## src/rtl/fpa_timing_gen_if.sv

```systemverilog
// fpa_timing_gen_if
//   Bundles the sequencer-side controls and the array/ADC-side timing outputs
//   of the FPA readout timing generator.
//   master modport: the system sequencer (drives config/trigger, observes timing).
//   slave modport : fpa_timing_gen itself.
//   Optional: FPA_TGEN_DECIM_EN adds the decim control (row decimation).
//   Signals: en, tc, cont, int_len, smp_len, [decim] -> generator
//            row, col, integ, sample, dr, f_sync, f_done, busy, row_idx, col_idx <- generator
interface fpa_timing_gen_if #(
    parameter int ROWS  = 240,
    parameter int COLS  = 320,
    parameter int INT_W = 16,
    parameter int SMP_W = 8
);
    localparam int RW = $clog2(ROWS);
    localparam int CW = $clog2(COLS);

    logic             en;
    logic             tc;
    logic             cont;
    logic [INT_W-1:0] int_len;
    logic [SMP_W-1:0] smp_len;
`ifdef FPA_TGEN_DECIM_EN
    logic             decim;
`endif
    logic [ROWS-1:0]  row;
    logic [COLS-1:0]  col;
    logic             integ;
    logic             sample;
    logic             dr;
    logic             f_sync;
    logic             f_done;
    logic             busy;
    logic [RW-1:0]    row_idx;
    logic [CW-1:0]    col_idx;

    modport master (
`ifdef FPA_TGEN_DECIM_EN
        output decim,
`endif
        output en, tc, cont, int_len, smp_len,
        input  row, col, integ, sample, dr, f_sync, f_done, busy, row_idx, col_idx
    );

    modport slave (
`ifdef FPA_TGEN_DECIM_EN
        input  decim,
`endif
        input  en, tc, cont, int_len, smp_len,
        output row, col, integ, sample, dr, f_sync, f_done, busy, row_idx, col_idx
    );
endinterface

```

## src/rtl/fpa_timing_gen.sv

```systemverilog
// fpa_timing_gen
//   Run-time programmable focal-plane-array readout timing generator.
//   Per row: one-hot row select held for the whole row, an integration window,
//   a sample window, then a one-hot column scan with dr high. Frames start on
//   tc in IDLE; with cont latched high the next frame follows without a gap.
//   All flops update on the falling edge of clk; rst is async active-low.
//   Ports: clk, rst, bus (fpa_timing_gen_if.slave).
//   Optional: FPA_TGEN_DECIM_EN enables bus.decim (visit even rows only).
//
//   state  | meaning
//   IDLE   | no frame; all selects low, counters cleared
//   INTEG  | integration window for row row_idx
//   SAMPLE | sample/hold window for row row_idx
//   READ   | column scan, one column per cycle
module fpa_timing_gen #(
    parameter int ROWS  = 240,
    parameter int COLS  = 320,
    parameter int INT_W = 16,
    parameter int SMP_W = 8
) (
    input logic             clk,
    input logic             rst,
    fpa_timing_gen_if.slave bus
);
    localparam int RW    = $clog2(ROWS);
    localparam int CW    = $clog2(COLS);
    localparam int CNT_W = (INT_W > SMP_W) ? INT_W : SMP_W;

    typedef enum logic [1:0] {IDLE, INTEG, SAMPLE, READ} state_t;

    state_t           state_q, state_d;
    logic [RW-1:0]    row_idx_q, row_idx_d;
    logic [CW-1:0]    col_idx_q, col_idx_d;
    logic [CNT_W-1:0] cnt_q, cnt_d;
    logic [INT_W-1:0] int_len_q, int_len_d;
    logic [SMP_W-1:0] smp_len_q, smp_len_d;
    logic             cont_q, cont_d;
    logic             f_sync_q, f_sync_d;
    logic             f_done_q, f_done_d;

    logic [CNT_W-1:0] new_int_m1;
    logic [CNT_W-1:0] lat_int_m1;
    logic [CNT_W-1:0] lat_smp_m1;
    logic [RW-1:0]    row_step;
    logic             last_row;
    logic             last_col;
    logic             start_frame;

    // Window counters load length-1 and end at zero, so a length of 0 behaves as 1.
    assign new_int_m1 = (bus.int_len == '0) ? '0 : CNT_W'(bus.int_len - INT_W'(1));
    assign lat_int_m1 = (int_len_q == '0) ? '0 : CNT_W'(int_len_q - INT_W'(1));
    assign lat_smp_m1 = (smp_len_q == '0) ? '0 : CNT_W'(smp_len_q - SMP_W'(1));
    assign last_col   = (col_idx_q == CW'(COLS - 1));

`ifdef FPA_TGEN_DECIM_EN
    localparam int LAST_DEC = (ROWS % 2 == 0) ? ROWS - 2 : ROWS - 1;
    logic decim_q, decim_d;
    assign row_step = decim_q ? RW'(2) : RW'(1);
    assign last_row = decim_q ? (row_idx_q == RW'(LAST_DEC)) : (row_idx_q == RW'(ROWS - 1));
`else
    assign row_step = RW'(1);
    assign last_row = (row_idx_q == RW'(ROWS - 1));
`endif

    always_comb begin
        state_d     = state_q;
        row_idx_d   = row_idx_q;
        col_idx_d   = col_idx_q;
        cnt_d       = cnt_q;
        int_len_d   = int_len_q;
        smp_len_d   = smp_len_q;
        cont_d      = cont_q;
        f_sync_d    = 1'b0;
        f_done_d    = 1'b0;
        start_frame = 1'b0;
`ifdef FPA_TGEN_DECIM_EN
        decim_d     = decim_q;
`endif
        if (!bus.en) begin
            state_d   = IDLE;
            row_idx_d = '0;
            col_idx_d = '0;
            cnt_d     = '0;
        end else begin
            case (state_q)
                IDLE: begin
                    start_frame = bus.tc;
                end
                INTEG: begin
                    if (cnt_q == '0) begin
                        state_d = SAMPLE;
                        cnt_d   = lat_smp_m1;
                    end else begin
                        cnt_d = cnt_q - CNT_W'(1);
                    end
                end
                SAMPLE: begin
                    if (cnt_q == '0) begin
                        state_d   = READ;
                        col_idx_d = '0;
                    end else begin
                        cnt_d = cnt_q - CNT_W'(1);
                    end
                end
                READ: begin
                    if (last_col) begin
                        col_idx_d = '0;
                        if (last_row) begin
                            f_done_d  = 1'b1;
                            state_d   = IDLE;
                            row_idx_d = '0;
                            // Continuous mode chains straight into row 0 of the next frame.
                            start_frame = cont_q;
                        end else begin
                            row_idx_d = row_idx_q + row_step;
                            cnt_d     = lat_int_m1;
                            state_d   = INTEG;
                        end
                    end else begin
                        col_idx_d = col_idx_q + CW'(1);
                    end
                end
                default: state_d = IDLE;
            endcase
            if (start_frame) begin
                int_len_d = bus.int_len;
                smp_len_d = bus.smp_len;
                cont_d    = bus.cont;
`ifdef FPA_TGEN_DECIM_EN
                decim_d   = bus.decim;
`endif
                row_idx_d = '0;
                col_idx_d = '0;
                cnt_d     = new_int_m1;
                state_d   = INTEG;
                f_sync_d  = 1'b1;
            end
        end
    end

    always_ff @(negedge clk or negedge rst) begin
        if (!rst) begin
            state_q   <= IDLE;
            row_idx_q <= '0;
            col_idx_q <= '0;
            cnt_q     <= '0;
            int_len_q <= '0;
            smp_len_q <= '0;
            cont_q    <= 1'b0;
            f_sync_q  <= 1'b0;
            f_done_q  <= 1'b0;
`ifdef FPA_TGEN_DECIM_EN
            decim_q   <= 1'b0;
`endif
        end else begin
            state_q   <= state_d;
            row_idx_q <= row_idx_d;
            col_idx_q <= col_idx_d;
            cnt_q     <= cnt_d;
            int_len_q <= int_len_d;
            smp_len_q <= smp_len_d;
            cont_q    <= cont_d;
            f_sync_q  <= f_sync_d;
            f_done_q  <= f_done_d;
`ifdef FPA_TGEN_DECIM_EN
            decim_q   <= decim_d;
`endif
        end
    end

    assign bus.busy    = (state_q != IDLE);
    assign bus.row     = bus.busy ? ({{(ROWS-1){1'b0}}, 1'b1} << row_idx_q) : '0;
    assign bus.col     = (state_q == READ) ? ({{(COLS-1){1'b0}}, 1'b1} << col_idx_q) : '0;
    assign bus.integ   = (state_q == INTEG);
    assign bus.sample  = (state_q == SAMPLE);
    assign bus.dr      = (state_q == READ);
    assign bus.f_sync  = f_sync_q;
    assign bus.f_done  = f_done_q;
    assign bus.row_idx = row_idx_q;
    assign bus.col_idx = col_idx_q;
endmodule

```

## src/flat_wrapper.sv

```systemverilog
// flat-port wrapper written by rule: the top's interface ports become plain ports
module fpa_timing_gen_flat 
#(
    parameter int ROWS  = 240,
    parameter int COLS  = 320,
    parameter int INT_W = 16,
    parameter int SMP_W = 8
)
  (clk, rst, bus_en, bus_tc, bus_cont, bus_int_len, bus_smp_len, bus_row, bus_col, bus_integ, bus_sample, bus_dr, bus_f_sync, bus_f_done, bus_busy, bus_row_idx, bus_col_idx);
  fpa_timing_gen_if #(.ROWS(ROWS), .COLS(COLS), .INT_W(INT_W), .SMP_W(SMP_W)) bus_i ();
  input logic clk;
  input logic rst;
  input wire logic [$bits(bus_i.en)-1:0] bus_en;
  input wire logic [$bits(bus_i.tc)-1:0] bus_tc;
  input wire logic [$bits(bus_i.cont)-1:0] bus_cont;
  input wire logic [$bits(bus_i.int_len)-1:0] bus_int_len;
  input wire logic [$bits(bus_i.smp_len)-1:0] bus_smp_len;
  output wire logic [$bits(bus_i.row)-1:0] bus_row;
  output wire logic [$bits(bus_i.col)-1:0] bus_col;
  output wire logic [$bits(bus_i.integ)-1:0] bus_integ;
  output wire logic [$bits(bus_i.sample)-1:0] bus_sample;
  output wire logic [$bits(bus_i.dr)-1:0] bus_dr;
  output wire logic [$bits(bus_i.f_sync)-1:0] bus_f_sync;
  output wire logic [$bits(bus_i.f_done)-1:0] bus_f_done;
  output wire logic [$bits(bus_i.busy)-1:0] bus_busy;
  output wire logic [$bits(bus_i.row_idx)-1:0] bus_row_idx;
  output wire logic [$bits(bus_i.col_idx)-1:0] bus_col_idx;
  assign bus_i.en = bus_en;
  assign bus_i.tc = bus_tc;
  assign bus_i.cont = bus_cont;
  assign bus_i.int_len = bus_int_len;
  assign bus_i.smp_len = bus_smp_len;
  assign bus_row = bus_i.row;
  assign bus_col = bus_i.col;
  assign bus_integ = bus_i.integ;
  assign bus_sample = bus_i.sample;
  assign bus_dr = bus_i.dr;
  assign bus_f_sync = bus_i.f_sync;
  assign bus_f_done = bus_i.f_done;
  assign bus_busy = bus_i.busy;
  assign bus_row_idx = bus_i.row_idx;
  assign bus_col_idx = bus_i.col_idx;
  fpa_timing_gen #(.ROWS(ROWS), .COLS(COLS), .INT_W(INT_W), .SMP_W(SMP_W)) u_core (.clk(clk), .rst(rst), .bus(bus_i));
endmodule
```

## config.mk

```make
export PLATFORM = sky130hd
export DESIGN_NAME = fpa_timing_gen_flat
export DESIGN_NICKNAME = d
export VERILOG_FILES = /design/src/rtl/fpa_timing_gen_if.sv /design/src/rtl/fpa_timing_gen.sv /design/src/flat_wrapper.sv
export SDC_FILE = /design/constraint.sdc
export NUM_CORES = 1
export LEC_CHECK = 0
export BUFFER_PORTS_ARGS = -buffer_cell sky130_fd_sc_hd__buf_4
export CORE_AREA = 5 5 233 235
export DETAILED_ROUTE_END_ITERATION = 8
export DIE_AREA = 0 0 238 240
export GPL_TIMING_DRIVEN = 0
export PLACE_DENSITY = 0.49
export SYNTH_ARGS = -nofsm -noshare
export SYNTH_HDL_FRONTEND = slang
export SYNTH_SLANG_ARGS = --single-unit
```

## constraint.sdc

```tcl
create_clock -name clk -period 2.9 [get_ports clk]
set_input_delay 0.58 -clock clk [delete_from_list [all_inputs] [get_ports clk]]
set_output_delay 0.58 -clock clk [all_outputs]
set_load 0.02 [all_outputs]
```

## Word-level counts from Yosys, hierarchy flattened

Cells that the tools add are included.

- Register bits after elaboration: 62
- Input bits: 29
- Output and inout bits: 583
- Word-level logic and storage cells: 81

- $add $sub $neg: 6
- Eq/ne operators: 14
- Shifts and indexed selects: 2
- Mux-type cells: 39
- Reduce and logical (&&, ||, !) cells: 11

Operators by type and width:

| cell | number |
|---|---|
| two-way mux 320 bit | 1 |
| left shift 1 x 9 -> 320 bit (first input constant) | 1 |
| two-way mux 240 bit | 1 |
| left shift 1 x 8 -> 240 bit (first input constant) | 1 |
| two-way mux 16 bit | 9 |
| logical NOT 16 bit | 3 |
| one-hot mux 16 bit (3 select lines) | 1 |
| subtractor 16 x 1 -> 16 bit (second input constant) | 3 |
| two-way mux 8 bit | 5 |
| two-way mux 9 bit | 4 |
| one-hot mux 9 bit (2 select lines) | 1 |
| != test 4 x 2 -> 1 bit (second input constant) | 3 |
| two-way mux 1 bit | 10 |
| two-way mux 2 bit | 5 |
| adder 9 x 1 -> 9 bit (second input constant) | 1 |
| == test 9 bit (second input constant) | 1 |
| subtractor 8 x 1 -> 9 bit (second input constant) | 1 |
| adder 8 x 1 -> 8 bit (second input constant) | 1 |
| == test 8 bit (second input constant) | 1 |
| logical NOT 8 bit | 1 |
| != test 4 bit (second input constant) | 2 |
| AND reduction 4 bit | 2 |
| != test 3 x 1 -> 1 bit (second input constant) | 2 |
| one-hot mux 2 bit (3 select lines) | 1 |
| other kinds (8) | 11 |

## Logic depth before layout (Yosys ltp)

Gate-level depths: netlist (run 1).

- Depth in word-level cells: 7
- Mapped depth: 10

==> results of run 1 <==
==> path summary, 6_finish.rpt <==
kind	startpoint	endpoint	cells after the start
hold / removal	u_core.int_len_q[1]	u_core.int_len_q[1]	2
setup / recovery	u_core.bus.row_idx[0]	bus_row[149]	7
setup reg to reg	u_core.state_q[1]	u_core.cnt_q[14]	10
max in group asynchronous	rst	u_core.bus.row_idx[4]	1
hold reg to reg	u_core.int_len_q[1]	u_core.int_len_q[1]	2
min in group asynchronous	rst	u_core.int_len_q[6]	1
==> critical path, stage by stage (launching register included) <==
cell	delay, ns
dfrtn_1	0.55
ha_4	0.20
nor2b_4	0.25
buf_6	0.14
nand3_4	0.10
or2_4	0.35
nor2_2	0.16
buf_4	0.16
==> power groups by stage <==
| stage | Combinational [mW] | Sequential [mW] | Clock, mW |
|---|---|---|---|
| floorplan | 1.85 | 1.52 | 0 |
| finish | 3.64 | 1.64 | 1.05 |
| global placement | 2.55 | 1.62 | 0 |
| global route | 3.89 | 1.70 | 1.11 |
| detailed placement | 2.56 | 1.64 | 0 |
| CTS | 2.82 | 1.62 | 1.08 |
==> cell type report <==
| type | count | area [sq um] | share of cell area (%) |
|---|---|---|---|
| clock buffer | 10 | 239.0 | 1.125 |
| timing repair buffer | 823 | 7896 | 37.17 |
| sequential | 62 | 1551 | 7.304 |
| tap | 688 | 860.8 | 4.053 |
| inverter | 26 | 103.9 | 0.4889 |
| multi-input combinational | 1161 | 9136 | 43.01 |
| clock inverter | 6 | 46.29 | 0.2179 |
| buffer | 97 | 1408 | 6.627 |
==> metal layers <==
layer  track usage (%)  part of all wire [%]
met1             26.73                    41
met2             34.26                    49
met3             4.565                   7.6
met4             3.635                   2.5
met5                 0                     0
==> through the flow <==
step                      std cells  hold slack, ns
after floorplan                1349          0.4554
after global placement         2648          0.4911
after detailed placement       2648          0.4989
after CTS                      2763          0.4988
after global routing           2873          0.5464
final                          2873          0.4955
==> layout by cell type, fill, tap and decap left out, drive strengths merged, types with 4 or more instances in the layout <==
cell type and count:
buf 839, nor2 617, nand2 116, clkbuf 91, dfrtn 62, nand3 44, nor3 31, a21oi 28
or2 27, o21ai 26, inv 26, ha 23, mux2 22, xnor2 22, nor2b 19, nand4 14
xor2 14, a31oi 13, and2 12, or4 12, or3 12, o211ai 10, nor4 10, o221ai 6
a21o 6, o22ai 6, a32oi 6, and3 6, nand2b 5, nand3b 4, mux2i 4, nor3b 4
a22oi 4, a311oi 4
==> kinds of logic (layout without fill, tap and decap cells) <==
kind of cell    after synthesis  in the layout
buf+inv                     128            962
simple gates                943            945
fa+ha+maj                    23             23
xor+xnor                     36             36
flops                        62             62
compound gates              131            131
mux                          26             26
==> repair_timing <==
action                                  in CTS  in global routing
gates cloned                                18                 20
endpoints found under the setup margin     640                645
buffers inserted                            85                101
gates resized for setup                    602                691
pin swaps                                   27                110
==> registers in the layout, summed over array words and instances, names as in the netlist, 2 cells and up <==
signal              count
u_core.state_q          2
u_core.smp_len_q        8
u_core.bus.col_idx      9
u_core.cnt_q           16
u_core.bus.row_idx      8
u_core.int_len_q       16
==> key figures, run 1 <==
Status
  – Outcome: complete, but fails checks
  – Violated checks: negative setup slack

Pwr
  – Reg power frac: 25.9%
  – Share of power burned in the clock network: 16.6%
  – Power per cell area: 298.3 mW/mm^2
  – Combinational share of power: 57.4%
  – Sw Ratio: 45.25%
  – Power Internal: 3.469 mW
  – Leak pwr: 8.411 nW
  – Pwr Total: 6.336 mW
  – Peak VDD IR: 0.4701 mV
  – Switching pwr: 2.867 mW

Yosys
  – Post-synthesis mux area share: 3.624%
  – Xor/xnor share of the synthesized area: 3.971%
  – Cell taking the most area after synthesis: nor2_1
  – Number of enable flip-flop cells after synthesis: 0
  – Syn Nets: 1401
  – Avg Inst Size Synth: 5.886 sq um
  – Share of the synthesized area in the top cell type: 29.17%
  – Main flop type after synthesis: dfrtn_1
  – Mapped Area: 0.007940 sq mm
  – Top post-synthesis cells by count: 617 x nor2_1, 114 x nand2_1, 83 x clkbuf_1
  – Total number of yosys warnings: 0
  – Async S/R FF share, synth: 100.0%
  – Seq/Total Area, Yosys: 19.54%
  – Compound-Gate Fraction of Synth Area: 11.31%
  – Synth cell types: 65
  – Synth Register Bits: 62
  – Top cells by area, synth: nor2_1 29%, dfrtn_1 20%, nand2_1 5.4%
  – Simple-gate share of the synthesized area: 51.51%
  – Synth Instances: 1349
  – Most frequent cell after synthesis: nor2_1
  – Area share of fa/ha/maj cells after synthesis: 3.624%
  – Largest family of logic cells by synthesized area: simple AND/OR/NAND/NOR gates

Clock tree
  – CTS max path bufs: 2
  – Clk sinks: 62
  – CTS root buffer: clkbuf_16
  – Cts bufs inserted: 9
  – Cts-stage hold buffer count: 0
  – Clk_lat worst skew: 0.35 ns
  – CTS HTree Levels: 3
  – CTS tree: built
  – CTS clk-pin slew, worst paths: 0.05 ns

Cells and area
  – Nets: 2232
  – Final core occ: 40.83%
  – Layout cells sized above 1: 67.96%
  – # fillers: 4985
  – N_diodes: 0
  – Area delta synth->final: 167.5%
  – Final Cell Area: 0.02124 sq mm

Global routing
  – First-pass GRT wire length: 88.18 mm
  – Initial antenna violation count: 0
  – Vias in the first global route: 12570
  – GRT overflow: 0
  – Largest net degree at the start of global routing: 63
  – Tot GR Track Use: 20.21%

STA
  – Worst Tran Pin Value: 0.8611 ns
  – Fin. max-slew vios: 0
  – Slack of the critical path: -1.395 ns
  – Clock Skew: 0.009457 ns
  – Setup_tns: -671.26 ns
  – Final Hold Viols: 0
  – Slew headroom: 42.60%
  – RSZ-0062 raised after global routing: yes
  – Setup Viol. Count Final: 614

Setup path
  – Worst EP arrival: 3.71 ns
  – Reg2reg setup slack: -0.02 ns
  – Crit Path Category: reg2out
  – WP data required: 2.32 ns
  – Crit path max fanout: 4
  – Crit. End Element: output port
  – CP startpoint kind: register

Floorplanning
  – Core Region: 0.05202 sq mm
  – Die X: 238 microns
  – Rows: 84
  – Die Ht: 240 microns
  – Die ar.: 0.05712 sq mm
  – IO Pins: 612
  – Initial core utilization: 15.26%

Routing
  – Drt drc: 0
  – Iter 0 DRT Violations: 990
  – Detail Route Antenna Nets: 0
  – Final WL: 68.35 mm
  – Number of iterations in the first detailed-routing pass: 5
  – Post-DR vias/cell: 4.802
  – Wire per inst: 23.79 microns
  – DR vias: 13800

Run
  – Max_cap viols: 0

Placement
  – PortBufs: 611
  – Worst slack at placement: -1.917 ns
  – Hpwl dp: 48.82 mm
  – Placed Area: 0.01396 sq mm
  – Global placement routability congestion: 0.9705

Worst hold path
  – Worst hold path type: reg2reg
Note: power is estimated with default switching activity, not from simulation.
==> inputs of run 2 (changes only) <==
Settings changed: PLACE_DENSITY 0.49 to default.
==> key figures, run 2 (same netlist as run 1, synthesis figures left out) <==
Status
  – Outcome: complete, but fails checks
  – Violated checks: negative setup slack

Routing
  – Final WL: 60.69 mm
  – Wire per inst: 21.83 microns
  – Iter 0 DRT Violations: 1154
  – Detail Route Antenna Nets: 0
  – Number of iterations in the first detailed-routing pass: 5
  – Post-DR vias/cell: 4.609
  – DR vias: 12810
  – Drt drc: 0

STA
  – Final Hold Viols: 0
  – Clock Skew: 0.006500 ns
  – Setup Viol. Count Final: 640
  – RSZ-0062 raised after global routing: yes
  – Slew headroom: 41.38%
  – Slack of the critical path: -1.441 ns
  – Worst Tran Pin Value: 0.8793 ns
  – Setup_tns: -713.63 ns
  – Fin. max-slew vios: 0

Cells and area
  – Commonest non-fill, non-tap cell in the layout: buf_4
  – Area delta synth->final: 130.6%
  – Layout cells sized above 1: 61.81%
  – Final Cell Area: 0.01831 sq mm
  – N_diodes: 0
  – Commonest cells after routing, fill and taps aside: 568 x buf_4, 351 x nor2_1, 149 x buf_6
  – Final core occ: 35.20%
  – Nets: 2139

Floorplanning
  – Die X: 238 microns
  – IO Pins: 612
  – Die Ht: 240 microns
  – Die ar.: 0.05712 sq mm
  – Rows: 84
  – Initial core utilization: 15.26%
  – Core Region: 0.05202 sq mm

Pwr
  – Leak pwr: 7.419 nW
  – Reg power frac: 27.9%
  – Combinational share of power: 52.6%
  – Power per cell area: 319.9 mW/mm^2
  – Switching pwr: 2.601 mW
  – Sw Ratio: 44.40%
  – Peak VDD IR: 0.3781 mV
  – Power Internal: 3.257 mW
  – Share of power burned in the clock network: 19.5%
  – Pwr Total: 5.858 mW

Setup path
  – WP data required: 2.32 ns
  – Crit Path Category: reg2out
  – Crit. End Element: output port
  – Worst EP arrival: 3.76 ns
  – CP startpoint kind: register
  – Crit path max fanout: 10

Clock tree
  – CTS max path bufs: 2
  – Clk_lat worst skew: 0.35 ns
  – CTS HTree Levels: 3
  – CTS tree: built
  – CTS root buffer: clkbuf_16
  – Clk sinks: 62
  – CTS clk-pin slew, worst paths: 0.05 ns
  – Cts bufs inserted: 9
  – Cts-stage hold buffer count: 0

Global routing
  – Initial antenna violation count: 1
  – Vias in the first global route: 11130
  – Tot GR Track Use: 17.89%
  – GRT overflow: 0
  – First-pass GRT wire length: 78.86 mm
  – Largest net degree at the start of global routing: 63

Run
  – Max_cap viols: 0

Placement
  – Hpwl dp: 45.30 mm
  – Placed Area: 0.01396 sq mm
  – Global placement routability congestion: 0.9155
  – PortBufs: 611
  – Worst slack at placement: -1.825 ns

Worst hold path
  – Worst hold path type: reg2reg
-- run 2: cell types whose count changed in the layout (fill, tap and decap cells not counted), moves of 10 or more --
cell / before / now
nor2_2: 81 / 143
clkbuf_1: 7 / 17
buf_6: 280 / 149
clkbuf_8: 19 / 9
buf_4: 503 / 568
clkbuf_16: 52 / 27
nor2_1: 292 / 351
nor2_4: 244 / 123
-- run 2: what timing repair did --
| item | 4_1_cts | 5_1_grt |
|---|---|---|
| buffers inserted | 37 | 64 |
| resized for setup | 308 | 537 |
| cloned | 2 | 18 |
| pin swaps | 13 | 43 |
| endpoints found under the setup margin | 640 | 640 |
-- run 2: cell type report --
class	instances	area (sq um)
repair buffers	728	6396
clock inverters	6	70.07
multi-input cells	1162	8044
fillers	5423	33710
inverters	26	108.9
plain buffers	98	1042
flip-flops and latches	62	1551
clock buffers	10	239.0
well taps	688	860.8
-- run 2: worst paths after layout --
kind	cells after the start	start	end	slack, ns
setup / recovery	9	u_core.state_q[0]	bus_row[54]	-1.44
hold / removal	2	u_core.int_len_q[1]	u_core.int_len_q[1]	0.48
setup reg to reg	8	u_core.bus.row_idx[1]	u_core.int_len_q[10]	-0.16
hold reg to reg	2	u_core.int_len_q[1]	u_core.int_len_q[1]	0.48
max in group asynchronous	1	rst	u_core.bus.col_idx[6]	0.61
min in group asynchronous	1	rst	u_core.int_len_q[6]	1.68
-- run 2: stage by stage --
step	std cells	hold WS (ns)
6_report	2780	0.4835
5_1_grt	2780	0.5093
4_1_cts	2700	0.4847
3_5_place_dp	2648	0.4848
3_3_place_gp	2648	0.4842
2_1_floorplan	1349	0.4554
-- run 2: metal layers --
layer / share of wire (%) / global-route usage (%) / up-vias
li1: - / - / 5937
met1: 41 / 24.08 / 6178
met2: 48 / 29.62 / 616
met3: 8.4 / 4.382 / 80
met4: 2.6 / 3.026 / 2
met5: 0.018 / 0 / -
-- run 2: critical path, stage by stage (launching register included) --
cell and delay (ns):
dfrtn_1 0.50, buf_6 0.13, inv_4 0.04, ha_4 0.18, nor2_4 0.14, nand3b_1 0.27, buf_4 0.24, buf_12 0.15
nor2_1 0.14, buf_4 0.18
-- run 2: power by group through the flow --
stage	Combinational (mW)	Sequential [mW]	Clock, mW
2_1_floorplan	1.85	1.52	0
3_3_place_gp	2.51	1.62	0
3_5_place_dp	2.51	1.63	0
4_1_cts	2.70	1.62	1.17
5_1_grt	3.34	1.69	1.21
6_report	3.08	1.63	1.14
